[src/rtl/pipe_stage_skid.sv]
// Pipeline-stage register with a valid/ready handshake and an optional
// one-entry skid buffer. Control and datapath payloads travel on separate
// buses: a flush turns the stage into a bubble by clearing control and
// validity, and leaves datapath bits untouched.
//
// Handshake: an entry moves across a boundary on a rising clock edge where
// valid and ready are both high on that boundary. A producer that asserts
// valid keeps valid and its payload stable until the transfer happens. Ready
// may be asserted with or without valid.
module pipe_stage_skid #(
    parameter int DATA_W = 32,
    parameter int CTRL_W = 8,
    parameter int SKID   = 1,
    parameter int CNT_W  = 16
) (
    input  logic              clk_i,
    input  logic              rst_i,
    input  logic              flush_i,
    input  logic              in_valid_i,
    output logic              in_ready_o,
    input  logic [CTRL_W-1:0] in_ctrl_i,
    input  logic [DATA_W-1:0] in_data_i,
    output logic              out_valid_o,
    input  logic              out_ready_i,
    output logic [CTRL_W-1:0] out_ctrl_o,
    output logic [DATA_W-1:0] out_data_o,
    output logic [1:0]        occupancy_o,
    output logic [CNT_W-1:0]  stall_cnt_o,
    output logic [1:0]        state_o
);

    // The encoding equals the number of held entries, so occupancy is the state.
    typedef enum logic [1:0] {
        ST_EMPTY = 2'd0,
        ST_ONE   = 2'd1,
        ST_TWO   = 2'd2
    } state_t;

    localparam logic [CNT_W-1:0] CNT_ONE = {{(CNT_W-1){1'b0}}, 1'b1};
    localparam logic [CNT_W-1:0] CNT_MAX = {CNT_W{1'b1}};

    state_t              state_q, state_d;
    logic [CTRL_W-1:0]   main_ctrl_q, main_ctrl_d;
    logic [DATA_W-1:0]   main_data_q, main_data_d;
    logic [CTRL_W-1:0]   skid_ctrl_q, skid_ctrl_d;
    logic [DATA_W-1:0]   skid_data_q, skid_data_d;
    logic [CNT_W-1:0]    stall_q, stall_d;
    logic                in_ready_q, in_ready_d;
    logic                in_xfer;
    logic                out_xfer;

    assign out_valid_o = (state_q != ST_EMPTY);
    assign out_ctrl_o  = out_valid_o ? main_ctrl_q : '0;
    assign out_data_o  = main_data_q;
    assign occupancy_o = state_q;
    assign state_o     = state_q;
    assign stall_cnt_o = stall_q;

    assign in_xfer  = in_valid_i & in_ready_o;
    assign out_xfer = out_valid_o & out_ready_i;

    // Ready: registered flag with the skid buffer, pass-through of downstream
    // ready without it. Reset gating keeps ready low while rst_i is held and
    // lets it rise in the very first cycle after reset.
    always_comb begin
        if (SKID != 0) begin
            in_ready_o = in_ready_q & ~rst_i;
        end else begin
            in_ready_o = ~rst_i & (~out_valid_o | out_ready_i);
        end
    end

    // Next-state, payload movement and stall counting.
    always_comb begin
        state_d     = state_q;
        main_ctrl_d = main_ctrl_q;
        main_data_d = main_data_q;
        skid_ctrl_d = skid_ctrl_q;
        skid_data_d = skid_data_q;
        stall_d     = stall_q;

        if (out_valid_o && !out_ready_i && stall_q != CNT_MAX) begin
            stall_d = stall_q + CNT_ONE;
        end

        if (flush_i) begin
            // Squash: any held entry and a concurrent input are discarded;
            // datapath bits are left as they are.
            state_d     = ST_EMPTY;
            main_ctrl_d = '0;
            skid_ctrl_d = '0;
        end else begin
            case (state_q)
                ST_EMPTY: begin
                    if (in_xfer) begin
                        state_d     = ST_ONE;
                        main_ctrl_d = in_ctrl_i;
                        main_data_d = in_data_i;
                    end
                end
                ST_ONE: begin
                    if (in_xfer && out_xfer) begin
                        main_ctrl_d = in_ctrl_i;
                        main_data_d = in_data_i;
                    end else if (out_xfer) begin
                        state_d     = ST_EMPTY;
                        main_ctrl_d = '0;
                    end else if (in_xfer && SKID != 0) begin
                        state_d     = ST_TWO;
                        skid_ctrl_d = in_ctrl_i;
                        skid_data_d = in_data_i;
                    end
                end
                ST_TWO: begin
                    if (out_xfer) begin
                        state_d     = ST_ONE;
                        main_ctrl_d = skid_ctrl_q;
                        main_data_d = skid_data_q;
                        skid_ctrl_d = '0;
                    end
                end
                default: begin
                    state_d     = ST_EMPTY;
                    main_ctrl_d = '0;
                    skid_ctrl_d = '0;
                end
            endcase
        end

        in_ready_d = (state_d != ST_TWO);
    end

    // State and payload registers; reset wins over flush and handshake.
    always_ff @(posedge clk_i) begin
        if (rst_i) begin
            state_q     <= ST_EMPTY;
            main_ctrl_q <= '0;
            main_data_q <= '0;
            skid_ctrl_q <= '0;
            skid_data_q <= '0;
            stall_q     <= '0;
            in_ready_q  <= 1'b1;
        end else begin
            state_q     <= state_d;
            main_ctrl_q <= main_ctrl_d;
            main_data_q <= main_data_d;
            skid_ctrl_q <= skid_ctrl_d;
            skid_data_q <= skid_data_d;
            stall_q     <= stall_d;
            in_ready_q  <= in_ready_d;
        end
    end

endmodule

[config.mk]
export PLATFORM = sky130hd
export DESIGN_NAME = pipe_stage_skid
export DESIGN_NICKNAME = d
export VERILOG_FILES = /design/src/rtl/pipe_stage_skid.sv
export SDC_FILE = /design/constraint.sdc
export NUM_CORES = 1
export LEC_CHECK = 0
export CAP_MARGIN = 5
export CORE_ASPECT_RATIO = 0.7
export CORE_UTILIZATION = 30
export DETAILED_ROUTE_END_ITERATION = 10
export GPL_TIMING_DRIVEN = 0
export SLEW_MARGIN = 25
export SYNTH_ARGS = -nofsm -noshare
export SYNTH_HDL_FRONTEND = slang
export SYNTH_SLANG_ARGS = --single-unit
[constraint.sdc]
create_clock -name clk_i -period 1.8 [get_ports clk_i]
set_clock_uncertainty 0.05 [all_clocks]
set_input_delay 0.54 -clock clk_i [delete_from_list [all_inputs] [get_ports clk_i]]
set_output_delay 0.54 -clock clk_i [all_outputs]
set_load 0.1 [all_outputs]
* Word level (Yosys, flattened, before mapping)
Index checks and enable logic that the tools add are counted.
** Operators by class
- Add/sub/neg operators :: 1
- Multiply operators :: 0
- Divide/modulo/power cells :: 0
- Magnitude comparators :: 0
- Equality and inequality tests :: 11
- Shift operators :: 0
- Mux-type cells :: 20
- Bitwise logic cells :: 8
- Reductions and logical operators :: 12
** Operator list (number)
- two-way mux 32 bit :: 3
- one-hot mux 32 bit (3 select lines) :: 1
- two-way mux 8 bit :: 7
- one-hot mux 8 bit (3 select lines) :: 2
- adder 16 x 1 -> 16 bit, second input constant :: 1
- inequality test 16 bit, second input constant :: 1
- AND reduction 5 bit :: 3
- inequality test 2 bit, second input constant :: 7
- two-way mux 2 bit :: 6
- one-hot mux 2 bit (3 select lines) :: 1
- inverter 1 bit :: 5
- bitwise AND 1 bit :: 3
- logical AND 1 bit :: 3
- inequality test 3 bit, second input constant :: 1
- AND reduction 3 bit :: 1
- nonzero test 3 bit :: 1
- == test 2 x 1 -> 1 bit, second input constant :: 1
- == test 2 bit, second input constant :: 1
- logical NOT 2 bit :: 1
- nonzero test 2 bit :: 1
- OR reduction 2 bit :: 1
- logical NOT 1 bit :: 1
** Storage, ports and cells
- Bits in registers :: 99
- Bits in latches :: 0
- RAM bits :: 0
- ROM bits :: 0
- Input port bits :: 45
- Output and inout bits :: 62
- Memories :: 0

* Longest topological paths before layout
- Depth after elaboration :: 9
- Mapped depth :: 7
- Mapped depth without buffers :: 5

* Worst setup path before layout
Ideal clock, no wire load.
- Path type :: register to output
- Start point :: register state_q[0], in the netlist occupancy_o[0]
- End point :: output out_ctrl_o[0]
- Data arrival time :: 2.762 ns
- Required time :: 1.210 ns
- Slack :: -1.552 ns
- Cell stages (with the launch flop) :: 4
- Buffers on the path :: 1
- Path through :: dfxtp_1 buf_2 nor2_1 nor2b_1
** Between the ends
- Word-level cells in the longest chain between the ends :: 2
** RTL lines
- start: declaration :: RTL line 42 : state_t state_q, state_d;
- start signal: assignment :: RTL line 144 : state_q <= state_d;
- nonzero test 2 bit :: RTL line 52 : assign out_valid_o = (state_q != ST_EMPTY);
- two-way mux 8 bit :: RTL line 53 : assign out_ctrl_o = out_valid_o ? main_ctrl_q : '0;
- end: declaration :: RTL line 25 : output logic [CTRL_W-1:0] out_ctrl_o,
Every way passes these cells.

* Worst setup path in the final report
- Start point :: register state_q[0], in the netlist occupancy_o[0]
- End point :: output out_ctrl_o[2]
The elaborated chain is that of the path after synthesis.

==> summary.txt <==
Status
  • Status: finished, violations left
  • Failing checks: negative setup slack

Final layout
  • Utilization after layout: 0.498
  • Multi-input logic area: 2730 um2
  • Post-route cell area: 7320 um2
  • ANT cells: 0
  • Register area: 2050 um2
  • Area delta synth->final: 61.5%
  • Most frequent cells in the layout: 81 x dfxtp_1, 73 x mux2i_1, 47 x buf_2, 45 x nor2_1, 40 x clkdlybuf4s50_1
  • Most common cell after layout, fill and taps aside: dfxtp_1
  • Final #Nets: 692
  • Filler cell count: 1,319
  • Layout cell share with drive strength beyond 1: 0.401

Synth
  • Ys flop type: dfxtp_1
  • Synth area leaders: dfxtp_1 44%, mux2i_1 17%, or3_1 5.5%
  • Synthesized Nets: 530
  • Async SR Flop Fraction: 0
  • Yosys top cell by area: dfxtp_1
  • Number of flops mapped to enable cells by yosys: 0
  • Mean Syn Cell Area: 9.37 um2
  • Synthesized area: 4530 um2
  • Synthesis-stage register bit count: 99
  • Post-synth top area share: 0.437
  • Cell variety after synth: 44
  • Yosys Warn Count: 0
  • Post-Synthesis Cells: 484
  • Seq/Total Area, Yosys: 0.437

Power and ir drop
  • Register share of total power: 0.433
  • Switching Share: 0.278
  • VDD IR max: 0.446 mV
  • Clk pwr share: 0.407
  • P_int: 3700 uW
  • Pwr dens: 699 nW/um2
  • Switching power: 1420 uW
  • Leak: 0.00321 uW
  • Comb pwr share: 0.160

Die
  • Row cnt: 37
  • DIE HEIGHT: 105 um
  • Ports: 107
  • Initial Util: 0.308
  • Die W: 149 um
  • Die area: 15,600 um2
  • Core area: 14,700 um2

Timing
  • Final min period: 2.02 ns
  • Final setup vio count: 32
  • Setup slack after layout: -0.219 ns
  • Worst Max-Slew Pin Slew: 0.802 ns
  • Max-slew violations: 0
  • RSZ-0062 raised after global routing: true
  • Final Hold Viols: 0
  • Maximum clock rate: 495 MHz
  • Setup TNS: -2.39 ns
  • Slew HR: 0.465
  • Tcrit/Tclk final: 1.12

Detailed routing
  • Routed Antenna Nets: 0
  • DR iter-0 viols: 223
  • Vias: 4,254
  • DRC: 0
  • Via density: 5.03
  • Total Wirelength: 14.4 mm
  • DR pass1 iterations: 4
  • Wire per inst: 17.0 um

Clock tree
  • Reg clk slew, reported paths: 0.07 ns
  • Clock Sinks: 99
  • Root buf cell: clkbuf_16
  • CTS buffer count: 9
  • Cts hold-fix bufs: 0
  • Worst-Skew Late Latency: 0.35 ns
  • CTS tree: built
  • CTS Buffer Depth: 2
  • H-tree lvl count: 3

Global route
  • Largest net degree at the start of global routing: 18
  • Initial antenna violation count: 0
  • Vias in the first global route: 4,217
  • Gr ovfl total: 0
  • Total GRT Usage: 0.183
  • First-pass GRT wire length: 22.1 mm

Worst setup path
  • Worst setup EP type: output pin
  • Worst EP required: 1.21 ns
  • Critical path's largest stage delay: 0.35 ns
  • Worst path cell trace: buf_8 -> nor2_4 -> buf_6 -> nor2b_4 -> buf_12
  • Setup crit start kind: flip-flop
  • Worst EP arrival: 1.43 ns
  • Crit-path slowest cell: dfxtp_4
  • CP Class: flip-flop to output pin
  • Worst-path fanout max: 5
  • Reg2reg setup slack: -0.05 ns

Flow run
  • Max_cap viols: 0

Place
  • Placed cell area: 6060 um2
  • # port buffers: 105
  • GPL Wtd Cong: 0.824
  • Detailed Place HPWL: 9.28 mm

Worst hold path
  • Hold WC Path Type: primary input to flip-flop
==> state kept, by name, summed over array words and instances (netlist names) <==
signal / flops
skid_data_q: 32
in_ready_q: 1
stall_cnt_o: 16
out_data_o: 32
main_ctrl_q: 8
occupancy_o: 2
skid_ctrl_q: 8
==> cell type report <==
| class | instances | share of cell area |
|---|---|---|
| Clock inverter | 6 | 0.00957 |
| Timing Repair Buffer | 156 | 0.211 |
| Multi-Input combinational cell | 338 | 0.373 |
| Buffer | 38 | 0.0560 |
| Sequential cell | 99 | 0.280 |
| Tap cell | 195 | 0.0333 |
| Inverter | 4 | 0.00307 |
| Clock buffer | 10 | 0.0342 |
==> layer usage <==
| metal | vias up | global-route usage | share of wire |
|---|---|---|---|
| li1 | 2068 | - | - |
| met1 | 2079 | 0.241 | 0.47 |
| met2 | 95 | 0.299 | 0.47 |
| met3 | 12 | 0.0397 | 0.047 |
| met4 | 0 | 0.0488 | 0.0099 |
| met5 | - | 0 | 0 |
==> synth_stat cells (all sizes together) (2+ instances only) <==
library cell	n
nand2	8
a31oi	2
nand3	5
or3	40
o31ai	7
and3b	3
nand3b	2
a22oi	8
and2b	2
buf	18
dfxtp	99
and3	5
a21oi	44
or4	5
nor2	46
clkbuf	26
nand2b	2
nor2b	9
inv	4
o21ai	38
nand4	5
mux2i	76
and2	8
o2bb2ai	8
o22a	2
==> worst paths after layout <==
path                                                   from                     endpoint  cells past startpoint
worst max-delay path              occupancy_o[0]$_SDFF_PP0_                out_ctrl_o[2]                      5
worst min register to register  out_data_o[27]$_SDFFE_PP0P_  out_data_o[27]$_SDFFE_PP0P_                      2
worst max register to register    occupancy_o[1]$_SDFF_PP0_   out_data_o[8]$_SDFFE_PP0P_                      8
worst min-delay path                            out_ready_i        in_ready_q$_SDFF_PP1_                      2
==> cell families (layout without fill, tap and decap cells) <==
kind of cell | Yosys count | in the layout | synth area share
compound gates | 114 | 115 | 0.155
xor+xnor | 1 | 1 | 0.00193
fa+ha+maj | 1 | 1 | 0.00276
buf+inv | 48 | 214 | 0.0585
flops | 99 | 99 | 0.437
mux | 76 | 76 | 0.168
simple gates | 145 | 145 | 0.177
==> what timing repair did <==
action | CTS | global route
pin swaps | 55 | 53
setup endpoints to repair | 144 | 92
cloned | 9 | 5
setup buffers | 28 | 10
resized for setup | 420 | 104
==> power groups by stage <==
stage | clock, uW | combinational [uW] | sequential [uW]
3_3_place_gp | 0 | 655 | 2270
2_1_floorplan | 0 | 236 | 2450
6_report | 2090 | 818 | 2220
3_5_place_dp | 0 | 662 | 2270
4_1_cts | 2130 | 743 | 2210
5_1_grt | 2210 | 858 | 2220
==> per-stage QoR <==
| step | power, uW | hold WS (ns) | std cells | worst slack, ns |
|---|---|---|---|---|
| floorplan | 2690 | 0.383 | 484 | -0.405 |
| global placement | 2920 | 0.400 | 784 | -1.43 |
| detailed placement | 2930 | 0.403 | 784 | -1.45 |
| CTS | 5080 | 0.390 | 835 | -0.200 |
| global route | 5290 | 0.409 | 846 | -0.258 |
| finish | 5120 | 0.397 | 846 | -0.219 |
==> critical path, delay by kind of cell, from the launching register on <==
family	cells	cell delay, ns
buf+inv	3	0.45
simple gates	2	0.28
flops	1	0.35
Note: power is estimated with default switching activity, not from simulation.
